**config.mk**
```make
export PLATFORM = sky130hd
export DESIGN_NAME = sv32_ptw
export DESIGN_NICKNAME = d
export VERILOG_FILES = /design/src/rtl/sv32_pkg.sv /design/src/rtl/sv32_pte_decode.sv /design/src/rtl/sv32_ptw.sv
export SDC_FILE = /design/constraint.sdc
export NUM_CORES = 1
export LEC_CHECK = 0
export ABC_AREA = 1
export CAP_MARGIN = 20
export CORE_MARGIN = 2
export CORE_UTILIZATION = 40
export DETAILED_ROUTE_END_ITERATION = 7
export PLACE_DENSITY = 0.71
export SLEW_MARGIN = 40
export SYNTH_ARGS = -nofsm -noshare
export SYNTH_HDL_FRONTEND = slang
export SYNTH_SLANG_ARGS = --single-unit
export TNS_END_PERCENT = 5
```
**constraint.sdc**
```tcl
create_clock -name clk -period 3.4 [get_ports clk]
set_clock_uncertainty 0.2 [all_clocks]
set_input_delay 0.34 -clock clk [delete_from_list [all_inputs] [get_ports clk]]
set_output_delay 0.34 -clock clk [all_outputs]
set_load 0.1 [all_outputs]
```
**src/rtl/sv32_pkg.sv**
```systemverilog
// Shared Sv32 definitions for the page-table walker and the TLB.
// PTE bit positions, walker state encoding, the permission field type,
// and the PTE address formation helper.
package sv32_pkg;

  // PTE bit positions
  localparam int PTE_V       = 0;
  localparam int PTE_R       = 1;
  localparam int PTE_W       = 2;
  localparam int PTE_X       = 3;
  localparam int PTE_U       = 4;
  localparam int PTE_G       = 5;
  localparam int PTE_A       = 6;
  localparam int PTE_D       = 7;
  localparam int PTE_PPN_LSB = 10;

  localparam int PPN_W  = 22;
  localparam int VPN_W  = 20;
  localparam int PERM_W = 7;

  typedef enum logic [1:0] {
    IDLE = 2'd0,
    L1   = 2'd1,
    L0   = 2'd2,
    RESP = 2'd3
  } ptw_state_e;

  // {D,A,G,U,X,W,R}, same layout as PTE[7:1]
  typedef logic [PERM_W-1:0] perm_t;

  // PTE address: 4-byte entries indexed by one VPN slice inside a 4 KiB table.
  // Only the low 20 PPN bits fit the 32-bit physical space.
  function automatic logic [31:0] pte_addr(input logic [19:0] base_ppn,
                                           input logic [9:0]  vpn_slice);
    return {base_ppn, vpn_slice, 2'b00};
  endfunction

endpackage

```
**src/rtl/sv32_pte_decode.sv**
```systemverilog
// Combinational Sv32 PTE field decode.
// Splits a raw PTE into the classification bits the walker acts on.
module sv32_pte_decode
  import sv32_pkg::*;
(
  input  logic [31:0]      pte,
  output logic             is_valid,
  output logic             is_leaf,
  output logic             malformed,
  output logic             misaligned,
  output perm_t            perm,
  output logic [PPN_W-1:0] ppn
);

  // RSW bits are software-owned and carry no meaning for the walk
  logic unused_rsw;

  assign is_valid   = pte[PTE_V];
  assign is_leaf    = pte[PTE_R] | pte[PTE_X];
  assign malformed  = pte[PTE_W] & ~pte[PTE_R];
  // a level-1 leaf must have a zero ppn0 to be a naturally aligned 4 MiB page
  assign misaligned = |pte[PTE_PPN_LSB +: 10];
  assign perm       = pte[PTE_D:PTE_R];
  assign ppn        = pte[31:PTE_PPN_LSB];
  assign unused_rsw = ^pte[9:8];

endmodule

```
**src/rtl/sv32_ptw.sv**
```systemverilog
// Sv32 hardware page-table walker feeding the TLB fill port.
// Walks up to two levels over a single-outstanding memory read port,
// then issues a one-cycle fill on a valid leaf or reports a fault.
// Optional build macro SV32_PTW_SUPERPAGE_ALIGN_EN: a level-1 leaf with a
// non-zero ppn0 is reported as a page fault instead of being filled.
//
// state | meaning
// IDLE  | ready for a walk request
// L1    | reading the level-1 PTE from the root table
// L0    | reading the level-0 PTE from the table the L1 pointer named
// RESP  | one-cycle completion: done pulse, fault flags, optional fill
module sv32_ptw
  import sv32_pkg::*;
#(
  parameter int unsigned TIMEOUT_CYCLES = 256
) (
  input  logic             clk,
  input  logic             rst_n,
  input  logic             walk_valid_i,
  output logic             walk_ready_o,
  input  logic [31:0]      walk_vaddr_i,
  input  logic [PPN_W-1:0] satp_ppn_i,
  input  logic             flush_i,
  output logic             mem_req_o,
  output logic [31:0]      mem_addr_o,
  input  logic             mem_ack_i,
  input  logic [31:0]      mem_rdata_i,
  input  logic             mem_err_i,
  output logic             fill_req_o,
  output logic [VPN_W-1:0] fill_vpn_o,
  output logic [PPN_W-1:0] fill_ppn_o,
  output perm_t            fill_perm_o,
  output logic             fill_superpage_o,
  output logic             done_o,
  output logic             page_fault_o,
  output logic             access_fault_o
);

  localparam int TW = (TIMEOUT_CYCLES > 1) ? $clog2(TIMEOUT_CYCLES) : 1;
  localparam logic [TW-1:0] TMR_LOAD =
    TW'((TIMEOUT_CYCLES > 0) ? TIMEOUT_CYCLES - 1 : 0);

  ptw_state_e       state;
  logic [VPN_W-1:0] vpn_q;
  logic             squash_q;
  logic [TW-1:0]    tmr_q;

  logic             fill_q;
  logic [VPN_W-1:0] fill_vpn_q;
  logic [PPN_W-1:0] fill_ppn_q;
  perm_t            fill_perm_q;
  logic             fill_sp_q;

  logic             pte_valid;
  logic             pte_leaf;
  logic             pte_malformed;
  logic             pte_misaligned;
  perm_t            pte_perm;
  logic [PPN_W-1:0] pte_ppn;

  logic             walk_pf;
  logic             descend;
  logic             timed_out;
  logic             squash_now;
  logic             unused_bits;

  sv32_pte_decode u_dec (
    .pte        (mem_rdata_i),
    .is_valid   (pte_valid),
    .is_leaf    (pte_leaf),
    .malformed  (pte_malformed),
    .misaligned (pte_misaligned),
    .perm       (pte_perm),
    .ppn        (pte_ppn)
  );

  assign timed_out  = (TIMEOUT_CYCLES != 0) && (tmr_q == '0);
  assign squash_now = squash_q | flush_i;
  assign descend    = pte_valid & ~pte_malformed & ~pte_leaf & (state == L1);

  // Page-fault classification of the PTE returned in the ack cycle
  always_comb begin
    walk_pf = ~pte_valid | pte_malformed | (~pte_leaf & (state == L0));
`ifdef SV32_PTW_SUPERPAGE_ALIGN_EN
    if (pte_valid && pte_leaf && (state == L1) && pte_misaligned) begin
      walk_pf = 1'b1;
    end
`endif
  end

`ifdef SV32_PTW_SUPERPAGE_ALIGN_EN
  assign unused_bits = ^{satp_ppn_i[21:20], walk_vaddr_i[11:0]};
`else
  // ppn0 of a superpage passes through to the TLB, which ignores it
  assign unused_bits = ^{satp_ppn_i[21:20], walk_vaddr_i[11:0], pte_misaligned};
`endif

  // Walker FSM with registered memory, completion and fill outputs
  always_ff @(posedge clk or negedge rst_n) begin
    if (!rst_n) begin
      state          <= IDLE;
      vpn_q          <= '0;
      squash_q       <= 1'b0;
      tmr_q          <= '0;
      walk_ready_o   <= 1'b1;
      mem_req_o      <= 1'b0;
      mem_addr_o     <= '0;
      done_o         <= 1'b0;
      page_fault_o   <= 1'b0;
      access_fault_o <= 1'b0;
      fill_q         <= 1'b0;
      fill_vpn_q     <= '0;
      fill_ppn_q     <= '0;
      fill_perm_q    <= '0;
      fill_sp_q      <= 1'b0;
    end else begin
      done_o         <= 1'b0;
      page_fault_o   <= 1'b0;
      access_fault_o <= 1'b0;
      fill_q         <= 1'b0;
      fill_vpn_q     <= '0;
      fill_ppn_q     <= '0;
      fill_perm_q    <= '0;
      fill_sp_q      <= 1'b0;

      case (state)
        IDLE: begin
          if (walk_valid_i) begin
            vpn_q        <= walk_vaddr_i[31:12];
            squash_q     <= flush_i;
            walk_ready_o <= 1'b0;
            mem_req_o    <= 1'b1;
            mem_addr_o   <= pte_addr(satp_ppn_i[19:0], walk_vaddr_i[31:22]);
            tmr_q        <= TMR_LOAD;
            state        <= L1;
          end
        end

        L1, L0: begin
          if (flush_i) begin
            squash_q <= 1'b1;
          end
          if (mem_ack_i) begin
            if (!mem_err_i && descend) begin
              // pointer at level 1: request stays up, address moves to the L0 table
              mem_addr_o <= pte_addr(pte_ppn[19:0], vpn_q[9:0]);
              tmr_q      <= TMR_LOAD;
              state      <= L0;
            end else begin
              mem_req_o      <= 1'b0;
              mem_addr_o     <= '0;
              done_o         <= 1'b1;
              access_fault_o <= mem_err_i;
              page_fault_o   <= ~mem_err_i & walk_pf;
              state          <= RESP;
              if (!mem_err_i && !walk_pf && !squash_now) begin
                fill_q      <= 1'b1;
                fill_vpn_q  <= vpn_q;
                fill_ppn_q  <= pte_ppn;
                fill_perm_q <= pte_perm;
                fill_sp_q   <= (state == L1);
              end
            end
          end else if (timed_out) begin
            mem_req_o      <= 1'b0;
            mem_addr_o     <= '0;
            done_o         <= 1'b1;
            access_fault_o <= 1'b1;
            state          <= RESP;
          end else begin
            tmr_q <= tmr_q - 1'b1;
          end
        end

        RESP: begin
          squash_q     <= 1'b0;
          walk_ready_o <= 1'b1;
          state        <= IDLE;
        end

        default: begin
          state        <= IDLE;
          walk_ready_o <= 1'b1;
          mem_req_o    <= 1'b0;
        end
      endcase
    end
  end

  // A flush landing in the RESP cycle itself still suppresses the fill
  assign fill_req_o       = fill_q & ~flush_i;
  assign fill_vpn_o       = fill_req_o ? fill_vpn_q  : '0;
  assign fill_ppn_o       = fill_req_o ? fill_ppn_q  : '0;
  assign fill_perm_o      = fill_req_o ? fill_perm_q : '0;
  assign fill_superpage_o = fill_req_o & fill_sp_q;

endmodule

```
Word level (Yosys, flattened, before mapping)

Cells that the tools add are included.

Bits in registers: 119
Bits of input ports: 92
Output and inout port bits: 88

Eq/ne operators: 9
Multiplexer cells: 58
Add/sub/neg operators: 1
Bitwise operators: 18
Reduce and logical (&&, ||, !) cells: 18

Operator list:

| operator            | number |
|---|---|
| $mux 32             | 4 |
| $mux 22             | 5 |
| $mux 20             | 5 |
| $pmux 32 s2         | 1 |
| $mux 7              | 5 |
| $mux 8              | 4 |
| $mux 1              | 26 |
| $pmux 8 s2          | 1 |
| $ne 3x3->1 const B  | 4 |
| $and 1x1->1         | 8 |
| $logic_not 8->1     | 1 |
| $reduce_and 2->1    | 4 |
| $reduce_and 4->1    | 2 |
| $sub 8x1->8 const B | 1 |
| $mux 2              | 3 |
| $not 1->1           | 6 |
| $pmux 2 s3          | 1 |
| $eq 2x2->1 const B  | 2 |
| $ne 2x2->1 const B  | 2 |
| $or 1x1->1          | 4 |
| $pmux 1 s2          | 2 |
| $reduce_bool 2->1   | 2 |
| $logic_and 1x1->1   | 3 |
| $logic_not 1->1     | 3 |
| other kinds (5)     | 5 |

Longest topological paths before layout

Word-level depth: 11
Depth in mapped cells: 10
Mapped depth without buffers: 9

By module

A second synthesis with hierarchy kept.

Cell total of the unflattened synthesis: 709
Area, all modules: 5564.1 um2

By module, submodules not included:

| module          | instances | area each (um2) | cells an instance |
|---|---|---|---|
| sv32_ptw        | 1         | 5286.3          | 667 |
| sv32_pte_decode | 1         | 277.8           | 42 |

Worst setup path before layout

No wires, ideal clock.

Path kind: input-to-output
From: in flush_i
To: out fill_perm_o[0]
Setup slack: 895 ps
Data required time: 2860 ps
Data arrival time: 1965 ps
Stages on the path: 4
Cell sequence: inv_1 nand2_1 clkbuf_1 nor2_1

Word-level cells in the longest chain between the ends: 3

RTL lines:

| item        | line            | text |
|---|---|---|
| from (decl) | sv32_ptw.sv:23  | `input logic flush_i,` |
| $not 1->1   | sv32_ptw.sv:191 | `assign fill_req_o = fill_q & ~flush_i;` |
| $and 1x1->1 | sv32_ptw.sv:191 |  |
| $mux 7      | sv32_ptw.sv:194 | `assign fill_perm_o = fill_req_o ? fill_perm_q : '0;` |
| to (decl)   | sv32_ptw.sv:32  | `output perm_t fill_perm_o,` |

No other way between the ends.

Worst setup path in the final report

From: reg state[0]
To: reg fill_vpn_q[19]

Word-level cells in the longest chain between the ends: 10
Elaborated cells on any way between the ends: 14

RTL lines:

| item                           | line                            | text |
|---|---|---|
| from (decl)                    | sv32_ptw.sv:43                  | `ptw_state_e state;` |
| from (signal assigned)         | sv32_ptw.sv:101                 | `state <= IDLE;` |
| from (signal assigned)         | sv32_ptw.sv:135                 | `state <= L1;` |
| from (signal assigned)         | sv32_ptw.sv:148                 | `state <= L0;` |
| $eq 2x2->1                     | sv32_ptw.sv:83, sv32_ptw.sv:126 |  |
| $and 1x1->1                    | sv32_ptw.sv:83                  | `walk_pf = ~pte_valid \| pte_malformed \| (~pte_leaf & (state == L0));` |
| $or 1x1->1                     | sv32_ptw.sv:83                  |  |
| $logic_not 1->1                | sv32_ptw.sv:156                 | `if (!mem_err_i && !walk_pf && !squash_now) begin` |
| $logic_and 1x1->1 (2 in a row) | sv32_ptw.sv:156                 |  |
| $mux 20                        | sv32_ptw.sv:156                 |  |
| $mux 20                        | sv32_ptw.sv:144                 | `if (!mem_err_i && descend) begin` |
| $mux 20                        | sv32_ptw.sv:143                 | `if (mem_ack_i) begin` |
| $mux 20 (*)                    | sv32_ptw.sv:126                 | `case (state)` |
| to (signal assigned)           | sv32_ptw.sv:158                 | `fill_vpn_q <= vpn_q;` |
| to (decl)                      | sv32_ptw.sv:49                  | `logic [VPN_W-1:0] fill_vpn_q;` |

Every way passes the cells marked *; elsewhere a longest branch is shown, timed or not.
A chain may end at the register's enable or synchronous reset.

==> summary.txt <==
================================================================================
Yosys cell types                                                              31
Max Clock Freq                                                           373 MHz
Routed wire length                                                      13200 um
Total power density per cell area                                    902 nW/um^2
Worst hold slack across all endpoints                                     271 ps
Remaining global-route overflow                                                0
Antenna violations before repair                                               0
Syn Std Cell Area                                                      5500 um^2
Number of remaining DRC errors                                                 0
Post-CTS Hold Buffers                                                          1
Total core area                                                       13300 um^2
Required time of the critical path                                       3530 ps
Max-slew violation count                                                       0
Mapped Avg Cell Area                                                   8.22 um^2
Commonest non-fill, non-tap cell in the layout                      sky130_fd_sc_hd__nand2_1
Reg2reg end                                                         fill_vpn_q[19]
Final WS setup                                                            718 ps
Avg Vias per Cell                                                           4.44
Routability cong.                                                          0.840
Post-layout instance count excluding filler cells                           1021
Met1 Usage GRT                                                             24.7%
Fraction of layout cells with a size suffix above 1                        23.4%
Count of cells resized by post-cts repair                                      0
R2R Setup Slk                                                             720 ps
N_diodes                                                                       0
Sort of element at the end of the critical path                        flip-flop
Reg2Reg Launch Point                                                    state[0]
Number of nets with antenna violations after detailed routing                  0
Number of clock sinks                                                        117
CTS Buffer Depth                                                               2
Height of the die                                                         121 um
Total Nets Final                                                             931
Slew margin rel.                                                           52.1%
Count of warnings emitted by yosys                                             0
Number of flops mapped to enable cells by yosys                                0
Core occupancy in the finished layout                                      56.6%
Sequential area share after synthesis                                      53.3%
Share of async-settable or async-resettable flops after synthesis           100%
Number of ports placed on the die boundary                                   180
Final HPWL from detailed placement                                       8950 um
Via count of the first global-routing pass                                  4255
Status                                                              finished, final reports clean
Highest-count cells in the layout ignoring fill and taps            179 x sky130_fd_sc_hd__nand2_1, 118 x sky130_fd_sc_hd__inv_1, 116 x sky130_fd_sc_hd__dfrtp_1, 74 x sky130_fd_sc_hd__clkdlybuf4s50_1, 67 x sky130_fd_sc_hd__nor2_1
Global route hottest layer                                                  met2
Worst Min Path Start                                                mem_addr_o[28]
Clock tree from TritonCTS                                                  built
Average wire per standard cell                                           13.0 um
Largest net degree at the start of global routing                             63
Row Count                                                                     42
Max stage delay on crit path                                              530 ps
FF-to-FF path depth                                                            7
DR iter-0 viols                                                              207
Crit path time final                                                     2680 ps
CP Max Fanout                                                                 35
Number of instances in the synthesized netlist                               669
First-pass GRT wire length                                              21300 um
Min-delay worst type                                                     reg2reg
Launching element type of the critical path                            flip-flop
Max-cap violation count                                                        0
Number of synthesized register bits                                          117
Worst path arrival time                                                  2810 ps
Worst-Margin Slew                                                         718 ps
Global Route met2 Usage                                                    29.8%
Crit-path cells                                                     inv_1 -> ha_1 -> inv_4 -> nor3_4 -> nand4_4 -> buf_12 -> nor2_1
Width of the chip                                                         121 um
Total routing resource utilization after global routing                    18.9%
Setup violations, final                                                        0
Unrepaired setup endpoints after global routing                            false
Root buffer cell                                                    sky130_fd_sc_hd__clkbuf_16
Final hold violation count                                                     0
Count of placed standard cells including taps                                987
Standby leakage power                                                    3.81 nW
Effective utilization at floorplan                                         41.2%
Final setup TNS                                                             0 ps
Pre-CTS worst setup slack                                                 669 ps
Clock latency on the worst-skew pair                                      410 ps
Worst VDD drop                                                          0.603 mV
Met3 global-route usage                                                    5.78%
H-Tree Level Count                                                             4
DRT Pass-1 Iters                                                               4
Number of buffers added by the clock tree synthesis step                      17
Worst-path clk slew                                                        50 ps
Total number of vias                                                        4531
Hold-critical path depth                                                       2
Post-CTS setup-driven buffer insertion count                                   0
Worst setup path start                                                  state[0]
Die Outline Area                                                      14700 um^2
Post-synth top flop                                                 sky130_fd_sc_hd__dfrtp_1
Part of the cycle the worst path needs                                     78.9%
CP max stage cell                                                   sky130_fd_sc_hd__ha_1
Area growth syn-to-layout                                                  37.4%
Worst hold path endpoint                                            mem_addr_o[28]
Kind of critical path                                                    reg2reg
IO Port Bufs                                                                 161
================================================================================
-- through the flow --
| stage | power (mW) | instance area (um^2) |
|---|---|---|
| global placement | 5.09 | 7100 |
| finish | 6.82 | 7550 |
| CTS | 6.83 | 7530 |
| floorplan | 4.36 | 5500 |
| global route | 7.24 | 7550 |
| detailed placement | 5.00 | 6930 |
-- power breakdown --
part	internal [mW]	leakage, nW	total, mW	switching (mW)
registers	1.76	1.54	1.93	0.179
clock network	1.15	0.283	1.77	0.625
logic	0.745	1.98	3.11	2.36
-- kinds of logic (layout without fill, tap and decap cells) --
family                     Yosys count  after routing  synth area share, %
adders and majority gates            7              7                 1.59
other                                1              2               0.0682
DFF                                117            117                 53.3
AOI/OAI and AO/OA                   60             60                 5.99
and+or+nand+nor                    333            333                 27.1
buffers and inverters              151            326                 12.0
-- worst max-delay path: cells and delay by family (launching register included) --
| family | cells | cell delay, ps |
|---|---|---|
| adders and majority gates | 1 | 530 |
| buffers and inverters | 3 | 700 |
| DFF | 1 | 370 |
| and+or+nand+nor | 3 | 770 |
-- per-layer routing --
layer / vias up / wire, um
met3: 15 / 884
met5: - / 0
met4: 0 / 159
li1: 2310 / -
met1: 2072 / 5950
met2: 134 / 6230
-- cell usage after synthesis (2+ instances only) --
master,number,area [um^2]
sky130_fd_sc_hd__nand2_1,180,676
sky130_fd_sc_hd__inv_1,118,443
sky130_fd_sc_hd__dfrtp_1,116,2900
sky130_fd_sc_hd__nor2_1,67,251
sky130_fd_sc_hd__nor2_2,52,325
sky130_fd_sc_hd__o21ai_0,26,130
sky130_fd_sc_hd__o21ai_1,26,130
sky130_fd_sc_hd__nand3_1,21,105
sky130_fd_sc_hd__clkbuf_1,12,45.0
sky130_fd_sc_hd__buf_6,9,101
sky130_fd_sc_hd__ha_1,7,87.6
sky130_fd_sc_hd__buf_4,5,37.5
sky130_fd_sc_hd__buf_2,3,15.0
sky130_fd_sc_hd__inv_2,3,11.3
sky130_fd_sc_hd__o21ai_2,3,26.3
sky130_fd_sc_hd__nand2_2,2,12.5
sky130_fd_sc_hd__nand4_1,2,12.5
sky130_fd_sc_hd__nor2_4,2,22.5
sky130_fd_sc_hd__o22ai_1,2,12.5
sky130_fd_sc_hd__or2_2,2,12.5
-- area by class of cell --
| type | instances | area, um^2 |
|---|---|---|
| Fill cell | 1255 | 5790 |
| Sequential cell | 117 | 2930 |
| Multi-Input combinational cell | 402 | 1910 |
| Timing Repair Buffer | 172 | 1440 |
| Inverter | 122 | 460 |
| Clock buffer | 19 | 433 |
| Tap cell | 176 | 220 |
| Clock inverter | 13 | 159 |
-- sequential cells by signal, summed over array words and instances (netlist names), 2 cells and up --
signal and cells:
fill_perm_q 7, fill_ppn_q 22, fill_vpn_q 20, mem_addr_o 30, state 2, tmr_q 8
vpn_q 20
-- how the worst max path moves through the flow --
stage	to	slack [ps]	cells past startpoint
2_1_floorplan	fill_perm_o[0]	900	4
3_3_place_gp	fill_vpn_q[19]	760	7
3_5_place_dp	fill_vpn_q[19]	670	7
4_1_cts	fill_vpn_q[19]	640	7
5_1_grt	fill_vpn_q[19]	550	7
6_report	fill_vpn_q[19]	720	7
Note: power is estimated with default switching activity, not from simulation.
